$ cat src/rtl/gate_bist.sv
// gate_bist: exhaustive sweep engine for small combinational gates.
// Drives every input vector, compares the response, tallies mismatches.
module gate_bist #(
  parameter int WIDTH  = 2,
  parameter int SETTLE = 1,
  parameter int ERRW   = 8
) (
  input  logic             clk,
  input  logic             rst,
  input  logic             start,
  input  logic             abort,
  input  logic [1:0]       mode,
  input  logic             resp,
  output logic [WIDTH-1:0] stim,
  output logic             busy,
  output logic             done,
  output logic             pass,
  output logic [ERRW-1:0]  err_cnt,
  output logic [WIDTH-1:0] first_fail,
  output logic             fail_valid
);

  localparam logic [1:0] IDLE  = 2'd0;
  localparam logic [1:0] HOLD  = 2'd1;
  localparam logic [1:0] CHECK = 2'd2;

  localparam logic [3:0] SET_Q = 4'(SETTLE);
  localparam logic [1:0] FIRST = (SETTLE > 0) ? HOLD : CHECK;

  logic [1:0] state;
  logic [3:0] cnt;
  logic [1:0] mode_q;
  logic       expect_v;
  logic       mism;
  logic       last;

  // expected gate output for the current vector under the latched function
  always_comb begin
    expect_v = 1'b0;
    unique case (1'b1)
      mode_q == 2'b00: expect_v = ~&stim;
      mode_q == 2'b01: expect_v = &stim;
      mode_q == 2'b10: expect_v = ~|stim;
      mode_q == 2'b11: expect_v = |stim;
    endcase
  end

  assign mism = (resp !== expect_v);
  assign last = &stim;

  // sweep sequencing, scoring and result registers
  always_ff @(posedge clk or posedge rst) begin
    if (rst) begin
      state      <= IDLE;
      cnt        <= '0;
      mode_q     <= '0;
      stim       <= '0;
      busy       <= 1'b0;
      done       <= 1'b0;
      pass       <= 1'b0;
      err_cnt    <= '0;
      first_fail <= '0;
      fail_valid <= 1'b0;
    end else begin
      done <= 1'b0;
      case (state)
        IDLE: begin
          if (start) begin
            state      <= FIRST;
            cnt        <= SET_Q;
            stim       <= '0;
            mode_q     <= mode;
            busy       <= 1'b1;
            pass       <= 1'b0;
            err_cnt    <= '0;
            first_fail <= '0;
            fail_valid <= 1'b0;
          end
        end
        HOLD: begin
          if (abort) begin
            state <= IDLE;
            busy  <= 1'b0;
          end else if (cnt <= 4'd1) begin
            state <= CHECK;
          end else begin
            cnt <= cnt - 4'd1;
          end
        end
        CHECK: begin
          if (abort) begin
            state <= IDLE;
            busy  <= 1'b0;
          end else begin
            if (mism) begin
              if (err_cnt != '1)
                err_cnt <= err_cnt + ERRW'(1);
              if (!fail_valid) begin
                first_fail <= stim;
                fail_valid <= 1'b1;
              end
            end
            if (last) begin
              state <= IDLE;
              done  <= 1'b1;
              busy  <= 1'b0;
              pass  <= !fail_valid && !mism;
            end else begin
              stim  <= stim + WIDTH'(1);
              state <= FIRST;
              cnt   <= SET_Q;
            end
          end
        end
        default: state <= IDLE;
      endcase
    end
  end

endmodule

$ cat config.mk
export PLATFORM = sky130hd
export DESIGN_NAME = gate_bist
export DESIGN_NICKNAME = d
export VERILOG_FILES = /design/src/rtl/gate_bist.sv
export SDC_FILE = /design/constraint.sdc
export NUM_CORES = 1
export LEC_CHECK = 0
export CORE_MARGIN = 4
export CORE_UTILIZATION = 45
export DETAILED_ROUTE_END_ITERATION = 10
export PLACE_DENSITY_LB_ADDON = 0.3
export RECOVER_POWER = 50
export SYNTH_ARGS = -nofsm -noshare
export SYNTH_HDL_FRONTEND = slang
export SYNTH_SLANG_ARGS = --single-unit
$ cat constraint.sdc
create_clock -name clk -period 2.3 [get_ports clk]
set_clock_uncertainty 0.15 [all_clocks]
set_input_delay 0.46 -clock clk [delete_from_list [all_inputs] [get_ports clk]]
set_output_delay 0.46 -clock clk [all_outputs]
set_load 0.02 [all_outputs]
==> summary.md, run 1 <==
| Metric | Value |
|---|---|
| Worst-Margin Slew | `1.32 ns` |
| Comb power frac | `0.489` |
| Drt wl/cell | `14.4 microns` |
| Total power per unit cell area | `954 mW/mm^2` |
| Row cnt | `20` |
| Initial DRC Count | `89` |
| Initial antenna violation count | `0` |
| Worst r2r src | `state[0]` |
| Placeable Area | `0.00305 sq mm` |
| Post-Syn Area | `0.00143 sq mm` |
| Syn_area_per_cell | `9.18 sq um` |
| CTS Buf Count | `3` |
| Ys async rst share | `1.00` |
| Kind of end point of the critical path | `register` |
| Die area | `0.00415 sq mm` |
| P&R area growth vs syn | `25.8%` |
| IO Port Bufs | `22` |
| Initial Utilization | `0.469` |
| Setup TNS | `0 ns` |
| Sequential share of power | `0.326` |
| Reg clk slew, reported paths | `0.15 ns` |
| First-pass GRT wire length | `5770 microns` |
| Largest area contributor in the netlist | `dfrtp_1` |
| Gr ovfl total | `0` |
| Final ANT Viol Nets | `0` |
| H-tree Lvls | `1` |
| Final min period | `2.13 ns` |
| Number of global-route vias before repair | `1285` |
| Max cap viols | `0` |
| Die Wd | `64.4 microns` |
| Worst rel slew slack | `0.121` |
| Setup violations, final | `0` |
| Worst IR drop on VDD | `0.568 mV` |
| Outcome | `complete, no violations` |
| Layout cells sized above 1 | `0.0699` |
| Clock sink count | `24` |
| Drt via density | `5.46` |
| Total track usage | `0.176` |
| Seq/Total Area, Yosys | `0.419` |
| Crit path launch type | `register` |
| Detailed Routing Iterations Pass 1 | `4` |
| Synth Instances | `156` |
| Worst R2R End | `err_cnt[4]` |
| Worst-case clock buffer depth | `2` |
| R2R setup slack | `0.17 ns` |
| Die height | `64.4 microns` |
| Final period util | `0.925` |
| Ant. Diodes | `0` |
| Cells on Worst Hold Path | `2` |
| Unrepaired setup endpoints after global routing | `false` |
| CTS tree | `done` |
| Number of distinct library cells after synthesis | `42` |
| Static leakage | `0.766 nW` |
| Flops & latches, synth | `24` |
| Hpwl dp | `2500 microns` |
| Net Sw Frac | `0.400` |
| Worst Path Max Fanout | `11` |
| Total number of vias | `1256` |
| Hold Startpoint | `first_fail[0]` |
| Top-count cell post-synth | `dfrtp_1` |
| Max frequency | `0.470 GHz` |
| # DRC | `0` |
| Int Pwr | `1.03 mW` |
| Final nets | `204` |
| Gpl congestion | `0.853` |
| Maximum number of pins on one net before global-route repair | `25` |
| Post-Syn Nets | `173` |
| Top-area cell type share of the netlist area | `0.419` |
| Clock group share of total power | `0.185` |
| Hold EP | `first_fail[0]` |
| FILL cells | `299` |
| Fin. Hold Viols | `0` |
| Critical path class | `register to register` |
| Area contributors post-synth | `dfrtp_1 (42%), ha_1 (8.7%), nand2_1 (4.7%)` |
| Worst Path Arrival | `2.24 ns` |
| Synth Flop Type | `dfrtp_1` |
| Final WL | `3300 microns` |
| Post-layout util | `0.590` |
| Number of synthesized flops with an enable pin | `0` |
| Slew Viols, Final | `0` |
| CTS root buf | `clkbuf_4` |
| Yosys warning total | `0` |
| Post-CTS Setup Bufs | `0` |
| Reg2Reg Depth | `8` |
| Worst Hold Class | `register to register` |
| I/O pin count | `23` |
| Synth top cells by count | `dfrtp_1 (24), nand2_1 (18), nor2_1 (15)` |
| Psw | `0.687 mW` |
| Clk_lat worst skew | `0.33 ns` |
| Data required, critical path | `2.41 ns` |
## layout by cell type, fill, tap and decap left out, types with 2 or more instances in the layout
cell type	netlist	routed
nor3_1	3	3
o21ai_0	9	9
a21oi_1	10	10
clkdlybuf4s50_1	0	18
ha_1	10	10
nor2b_1	2	2
inv_1	10	10
nor2_1	15	15
o21a_1	2	2
nand3_1	4	4
nand2b_1	2	2
nand2_1	18	18
a311oi_1	2	2
clkbuf_1	1	2
o22ai_1	2	2
a211oi_1	5	5
a31oi_1	3	2
a41oi_1	2	2
mux2_2	2	2
buf_4	1	3
clkbuf_4	0	4
o31ai_1	2	2
dlygate4sd3_1	0	4
and4b_1	2	2
dfrtp_1	24	24
mux2i_1	5	5
or4_1	2	2
## sequential cells by signal, indices dropped and copies added, names as in the netlist, 2 cells and up
name        cells
mode_q          2
stim            2
err_cnt         8
cnt             4
state           2
first_fail      2
## per-stage QoR
stage	hold slack, ns	area [sq um]	setup slack [ns]	power [mW]	cells
2_1_floorplan	0.325	1430	0.223	1.13	156
3_3_place_gp	0.356	1750	0.0783	1.38	226
3_5_place_dp	0.373	1750	0.0137	1.42	226
4_1_cts	0.321	1800	0.155	1.74	230
5_1_grt	0.408	1800	0.00609	1.85	230
6_report	0.388	1800	0.171	1.72	230
## worst max-delay path: stages (launching register included)
cell	delay, ns
dfrtp_1	0.44
inv_1	0.13
ha_1	0.31
and2b_1	0.18
o21a_1	0.19
o21a_1	0.19
buf_12	0.13
a41oi_1	0.13
a211oi_1	0.23
## final cells by class
| class | instances | area, sq um | share of cell area |
|---|---|---|---|
| repair buffers | 29 | 278 | 0.154 |
| inverters | 10 | 37.5 | 0.0208 |
| clock inverters | 1 | 30.0 | 0.0167 |
| well taps | 44 | 55.1 | 0.0306 |
| multi-input cells | 119 | 778 | 0.432 |
| flip-flops and latches | 24 | 601 | 0.333 |
| clock buffers | 3 | 22.5 | 0.0125 |
## cell families (layout without fill, tap and decap cells)
| group | Yosys count | in the layout | share of synthesized area |
|---|---|---|---|
| and+or+nand+nor | 57 | 57 | 0.197 |
| AOI/OAI and AO/OA | 44 | 44 | 0.198 |
| DFF | 24 | 24 | 0.419 |
| buffers and inverters | 13 | 43 | 0.0419 |
| adders and majority gates | 10 | 10 | 0.0873 |
| muxes | 7 | 7 | 0.0507 |
| xor gates and xnor gates | 1 | 1 | 0.00611 |
## power by group through the flow
stage          Sequential, mW  Clock (mW)  Combinational, mW
6_report                0.560       0.318              0.841
5_1_grt                 0.571       0.341              0.936
4_1_cts                 0.561       0.324              0.852
3_5_place_dp            0.569           0              0.846
3_3_place_gp            0.563           0              0.815
2_1_floorplan           0.596           0              0.534
## worst max path at each step
stage / to / cells past startpoint / from / slack, ns
after global placement: err_cnt[4] / 7 / resp / 0.08
after detailed placement: err_cnt[4] / 7 / resp / 0.01
final: err_cnt[4] / 8 / state[0] / 0.17
after CTS: err_cnt[4] / 8 / state[0] / 0.16
after floorplan: err_cnt[3] / 7 / stim[0] / 0.22
after global routing: err_cnt[4] / 8 / state[0] / 0.006
## repair_timing
item	CTS	global route
hold buffers	0	0
gates resized for setup	0	1
setup endpoints to repair	0	2
## layer usage
metal / up-vias / global-route usage / routed length, microns
met4: 0 / 0.0607 / 21
met3: 2 / 0.0399 / 146
li1: 626 / - / -
met5: - / 0 / 0
met2: 27 / 0.317 / 1750
met1: 601 / 0.204 / 1380
Power figures use the tool's default switching activity.
==> run 2, diff against run 1 <==
--- a/constraint.sdc
+++ b/constraint.sdc
@@ -4,2 +4,2 @@
 set_output_delay 0.46 -clock clk [all_outputs]
-set_load 0.02 [all_outputs]
+set_load 0.005 [all_outputs]
==> run 2 against run 1 <==
Clock-buffer cell count unchanged. Largest cell class unchanged. Sequential power about the same. Register-to-register slack about the same. Critical endpoint unchanged. Final cell count unchanged. Core utilization unchanged.
==> summary.md, run 2 (synthesis results as in run 1) <==
| Metric | Value |
|---|---|
| WP buf/inv | `2` |
| Post-CTS Hold Buffers | `0` |
| Worst setup margin | `0.180 ns` |
| Final nets | `204` |
| Final period util | `0.922` |
| Final min period | `2.12 ns` |
| Max cap viols | `0` |
| Reg clk slew, reported paths | `0.15 ns` |
| Most frequent cells in the layout | `dfrtp_1 (24), nand2_1 (18), clkdlybuf4s50_1 (17), nor2_1 (15)` |
| Crit path launch type | `register` |
| Initial Utilization | `0.469` |
| Worst-case clock buffer depth | `2` |
| Post-Place Worst Slack | `0.0137 ns` |
| Worst r2r src | `state[0]` |
| Static leakage | `0.770 nW` |
| Worst IR drop on VDD | `0.561 mV` |
| Commonest non-fill, non-tap cell in the layout | `dfrtp_1` |
| Detailed Routing Iterations Pass 1 | `4` |
| Row cnt | `20` |
| Largest Register | `err_cnt` |
| IO Port Bufs | `22` |
| Initial antenna violation count | `0` |
| Number of global-route vias before repair | `1285` |
| Worst R2R End | `err_cnt[4]` |
| # DRC | `0` |
| Delay-heaviest family, CP | `compound AO/OA/AOI/OAI gates` |
| P&R area growth vs syn | `25.8%` |
| Slowest-stage cell, CP | `dfrtp_1` |
| Outcome | `complete, no violations` |
| Die Wd | `64.4 microns` |
| Layout cells sized above 1 | `0.0699` |
| Clk_lat worst skew | `0.33 ns` |
| Total track usage | `0.176` |
| Setup violations, final | `0` |
| Slew Viols, Final | `0` |
| Maximum number of pins on one net before global-route repair | `25` |
| CTS root buf | `clkbuf_4` |
| Worst Path Arrival | `2.23 ns` |
| Drt via density | `5.50` |
| CP startpoint | `state[0]` |
| CP most frequent cell | `o21a_1` |
| Largest registers | `err_cnt: 8 flops, cnt: 4 flops` |
| Final WL | `3300 microns` |
| Final ANT Viol Nets | `0` |
| Die area | `0.00415 sq mm` |
| Max frequency | `0.472 GHz` |
| Crit path largest cell delay | `0.44 ns` |
| Die height | `64.4 microns` |
| I/O pin count | `23` |
| Worst-Margin Slew | `1.31 ns` |
| Hpwl dp | `2500 microns` |
| Critical path class | `register to register` |
| H-tree Lvls | `1` |
| CTS Buf Count | `3` |
| Reg2Reg Depth | `8` |
| Gr ovfl total | `0` |
| FILL cells | `299` |
| Worst rel slew slack | `0.127` |
| Worst Path Max Fanout | `11` |
| Total power per unit cell area | `932 mW/mm^2` |
| CP endpoint | `err_cnt[4]` |
| Clock sink count | `24` |
| Gpl congestion | `0.853` |
| Worst Hold Class | `register to register` |
| Fin. Hold Viols | `0` |
| Ant. Diodes | `0` |
| Kind of end point of the critical path | `register` |
| Crit path depth | `8` |
| Setup TNS | `0 ns` |
| Max FFs per register | `8` |
| CP cell instances | `inv_1, ha_1, and2b_1, o21a_1, o21a_1, buf_12, a41oi_1, a211oi_1` |
| R2R setup slack | `0.18 ns` |
| Total number of vias | `1264` |
| Data required, critical path | `2.41 ns` |
| First-pass GRT wire length | `5770 microns` |
| CTS tree | `done` |
| Unrepaired setup endpoints after global routing | `false` |
| Placeable Area | `0.00305 sq mm` |
| Drt wl/cell | `14.4 microns` |
| Initial DRC Count | `97` |
-- run 2: cell count changes in the layout (fill, tap and decap cells not counted) --
cell,delta
clkbuf_4,-1
dlygate4sd3_1,+1
buf_4,+1
clkdlybuf4s50_1,-1
-- run 2: where the power goes --
part,internal (mW),switching [mW],total [mW]
sequential,0.493,0.0677,0.561
clock,0.176,0.141,0.318
combinational,0.362,0.439,0.801
total,1.03,0.648,1.68
-- run 2: repair_timing --
action	4_1_cts	5_1_grt
gates resized for setup	0	1
endpoints found under the setup margin	0	2
buffers inserted	0	0
-- run 2: final cells by class --
cell class / count / area, sq um / area share
Multi-Input combinational cell: 119 / 778 / 0.432
Inverter: 10 / 37.5 / 0.0208
Clock inverter: 1 / 30.0 / 0.0167
Tap cell: 44 / 55.1 / 0.0306
Timing Repair Buffer: 29 / 278 / 0.154
Sequential cell: 24 / 601 / 0.333
Clock buffer: 3 / 22.5 / 0.0125
-- run 2: tightest hold or removal path, stage by stage, from the launching register on --
cell,delay [ns]
dfrtp_1,0.41
nand2_1,0.06
mux2i_1,0.06
-- run 2: worst min-delay path by stage --
stage | to | start | cells after the start | slack [ns]
floorplan | busy | rst | 1 | 0.32
global placement | cnt[3] | cnt[3] | 1 | 0.36
detailed placement | cnt[1] | cnt[1] | 1 | 0.37
CTS | err_cnt[4] | rst | 3 | 0.32
global route | first_fail[0] | first_fail[0] | 2 | 0.41
finish | first_fail[0] | first_fail[0] | 2 | 0.39
-- run 2: layer usage --
| metal | vias up | routed length [microns] | track usage |
|---|---|---|---|
| met5 | - | 0 | 0 |
| met2 | 27 | 1750 | 0.317 |
| met1 | 609 | 1390 | 0.204 |
| li1 | 626 | - | - |
| met4 | 0 | 21 | 0.0607 |
| met3 | 2 | 144 | 0.0399 |
-- run 2: metrics by stage --
step                power, mW  std cells  cell area, sq um  hold WS (ns)   util
floorplan                1.09        156              1430         0.325      -
detailed placement       1.37        226              1750         0.373  0.573
finish                   1.68        230              1800         0.389  0.590
global placement         1.34        226              1750         0.356  0.573
CTS                      1.70        230              1800         0.321  0.591
global route             1.81        230              1800         0.408  0.590
==> run 3, diff against run 2 <==
CTS_BUF_LIST = sky130_fd_sc_hd__clkbuf_2   (was unset)
==> run 3 against run 2 <==
Sequential cell count did not move. Cell area fell by 0.28%. Largest power group unchanged. Total power fell by 1.4%.
==> summary.md, run 3 (synthesis results as in run 1) <==
| Metric | Value |
|---|---|
| CP endpoint | `err_cnt[4]` |
| Reg clk slew, reported paths | `0.25 ns` |
| Static leakage | `0.767 nW` |
| Tot Pwr | `1.66 mW` |
| Worst Path Max Fanout | `11` |
| Kind of end point of the critical path | `register` |
| Max FFs per register | `8` |
| Worst r2r src | `state[0]` |
| Final min period | `2.14 ns` |
| Gr ovfl total | `0` |
| Final WL | `3320 microns` |
| Initial DRC Count | `50` |
| Max frequency | `0.467 GHz` |
| Worst R2R End | `err_cnt[4]` |
| Maximum number of pins on one net before global-route repair | `25` |
| Slew Viols, Final | `0` |
| Placed Instance Area | `0.00175 sq mm` |
| Critical path class | `register to register` |
| Outcome | `complete, no violations` |
| Fin. Hold Viols | `0` |
| Worst IR drop on VDD | `0.561 mV` |
| Worst Hold Class | `register to register` |
| Clock sink count | `24` |
| Data required, critical path | `2.45 ns` |
| Top sig layer | `met4` |
| Design area | `0.00180 sq mm` |
| Setup violations, final | `0` |
| Hpwl dp | `2500 microns` |
| Final nets | `204` |
| Placeable Area | `0.00305 sq mm` |
| DR WL met2 | `1720 microns` |
| Die area | `0.00415 sq mm` |
| Total power per unit cell area | `921 mW/mm^2` |
| Clk_lat worst skew | `0.36 ns` |
| Setup TNS | `0 ns` |
| CTS tree | `done` |
| FILL cells | `299` |
| Largest registers | `err_cnt: 8 flops, cnt: 4 flops` |
| R2R setup slack | `0.16 ns` |
| Crit path launch type | `register` |
| IO Port Bufs | `22` |
| Length of routed wiring on met1 | `1390 microns` |
| Die Wd | `64.4 microns` |
| Drt via density | `5.53` |
| Total track usage | `0.174` |
| Metal3 WL | `182 microns` |
| Number of global-route vias before repair | `1287` |
| Worst-Margin Slew | `1.32 ns` |
| Initial antenna violation count | `0` |
| Die height | `64.4 microns` |
| Max cap viols | `0` |
| Layout cells sized above 1 | `0.0753` |
| Worst hold slack | `0.395 ns` |
| Largest Register | `err_cnt` |
| CP startpoint | `state[0]` |
| Final period util | `0.932` |
| Reg2Reg Depth | `8` |
| # DRC | `0` |
| P&R area growth vs syn | `25.4%` |
| CTS root buf | `clkbuf_2` |
| Worst rel slew slack | `0.118` |
| Initial Utilization | `0.469` |
| First-pass GRT wire length | `5750 microns` |
| Worst-case clock buffer depth | `2` |
| Unrepaired setup endpoints after global routing | `false` |
| Most frequent cells in the layout | `dfrtp_1 (24), nand2_1 (18), clkdlybuf4s50_1 (17), nor2_1 (15)` |
| Detailed Routing Iterations Pass 1 | `4` |
| Total number of vias | `1272` |
| Final ANT Viol Nets | `0` |
| Gpl congestion | `0.853` |
| I/O pin count | `23` |
| Commonest non-fill, non-tap cell in the layout | `dfrtp_1` |
| CTS Buf Count | `3` |
| Drt wl/cell | `14.4 microns` |
| Worst Path Arrival | `2.29 ns` |
| H-tree Lvls | `1` |
| Row cnt | `20` |
| Ant. Diodes | `0` |
==> run 3: cell types whose count changed in the layout (fill, tap and decap cells not counted), sizes merged <==
cell	change
buf	-1
clkbuf	+1
==> run 3: layout make-up <==
class,count,area (sq um),area share
clock buffer,3,15.0,0.00836
clock inverter,1,30.0,0.0167
inverter,10,37.5,0.0209
multi-input combinational,119,781,0.435
sequential,24,601,0.334
tap,44,55.1,0.0306
timing repair buffer,29,278,0.155
==> run 3: worst max-delay path, stage by stage, from the launching register on <==
cell,delay [ns]
dfrtp_1,0.47
inv_1,0.13
ha_1,0.31
and2b_1,0.17
o21a_1,0.19
o21a_1,0.19
buf_12,0.13
a41oi_1,0.13
a211oi_1,0.23
==> run 3: what timing repair did <==
action	CTS	global route
hold buffers	0	0
endpoints found under the hold margin	0	0
gates resized for setup	0	2
setup buffers	0	0
setup endpoints to repair	0	4
==> run 3: stage by stage <==
stage          utilization  std cells  setup WS (ns)
6_report             0.589        230          0.157
5_1_grt              0.589        230         0.0185
4_1_cts              0.588        230          0.143
3_3_place_gp         0.573        226         0.0783
2_1_floorplan            -        156          0.314
3_5_place_dp         0.573        226         0.0137
==> run 3: worst min path at each step <==
| stage | from | slack (ns) | endpoint | cells past startpoint |
|---|---|---|---|---|
| 2_1_floorplan | rst | 0.32 | busy | 1 |
| 3_3_place_gp | cnt[3] | 0.36 | cnt[3] | 1 |
| 3_5_place_dp | cnt[1] | 0.37 | cnt[1] | 1 |
| 4_1_cts | rst | 0.26 | err_cnt[4] | 3 |
| 5_1_grt | first_fail[0] | 0.41 | first_fail[0] | 2 |
| 6_report | first_fail[0] | 0.40 | first_fail[0] | 2 |
==> run 3: metal layers <==
| metal | track usage | vias up |
|---|---|---|
| li1 | - | 628 |
| met4 | 0.0449 | 0 |
| met3 | 0.0416 | 2 |
| met2 | 0.311 | 38 |
| met1 | 0.208 | 604 |
| met5 | 0 | - |
==> run 3: report_power, final <==
part / switching [mW] / internal [mW]
Combinational: 0.441 / 0.365
Sequential: 0.0672 / 0.493
Clock: 0.140 / 0.150
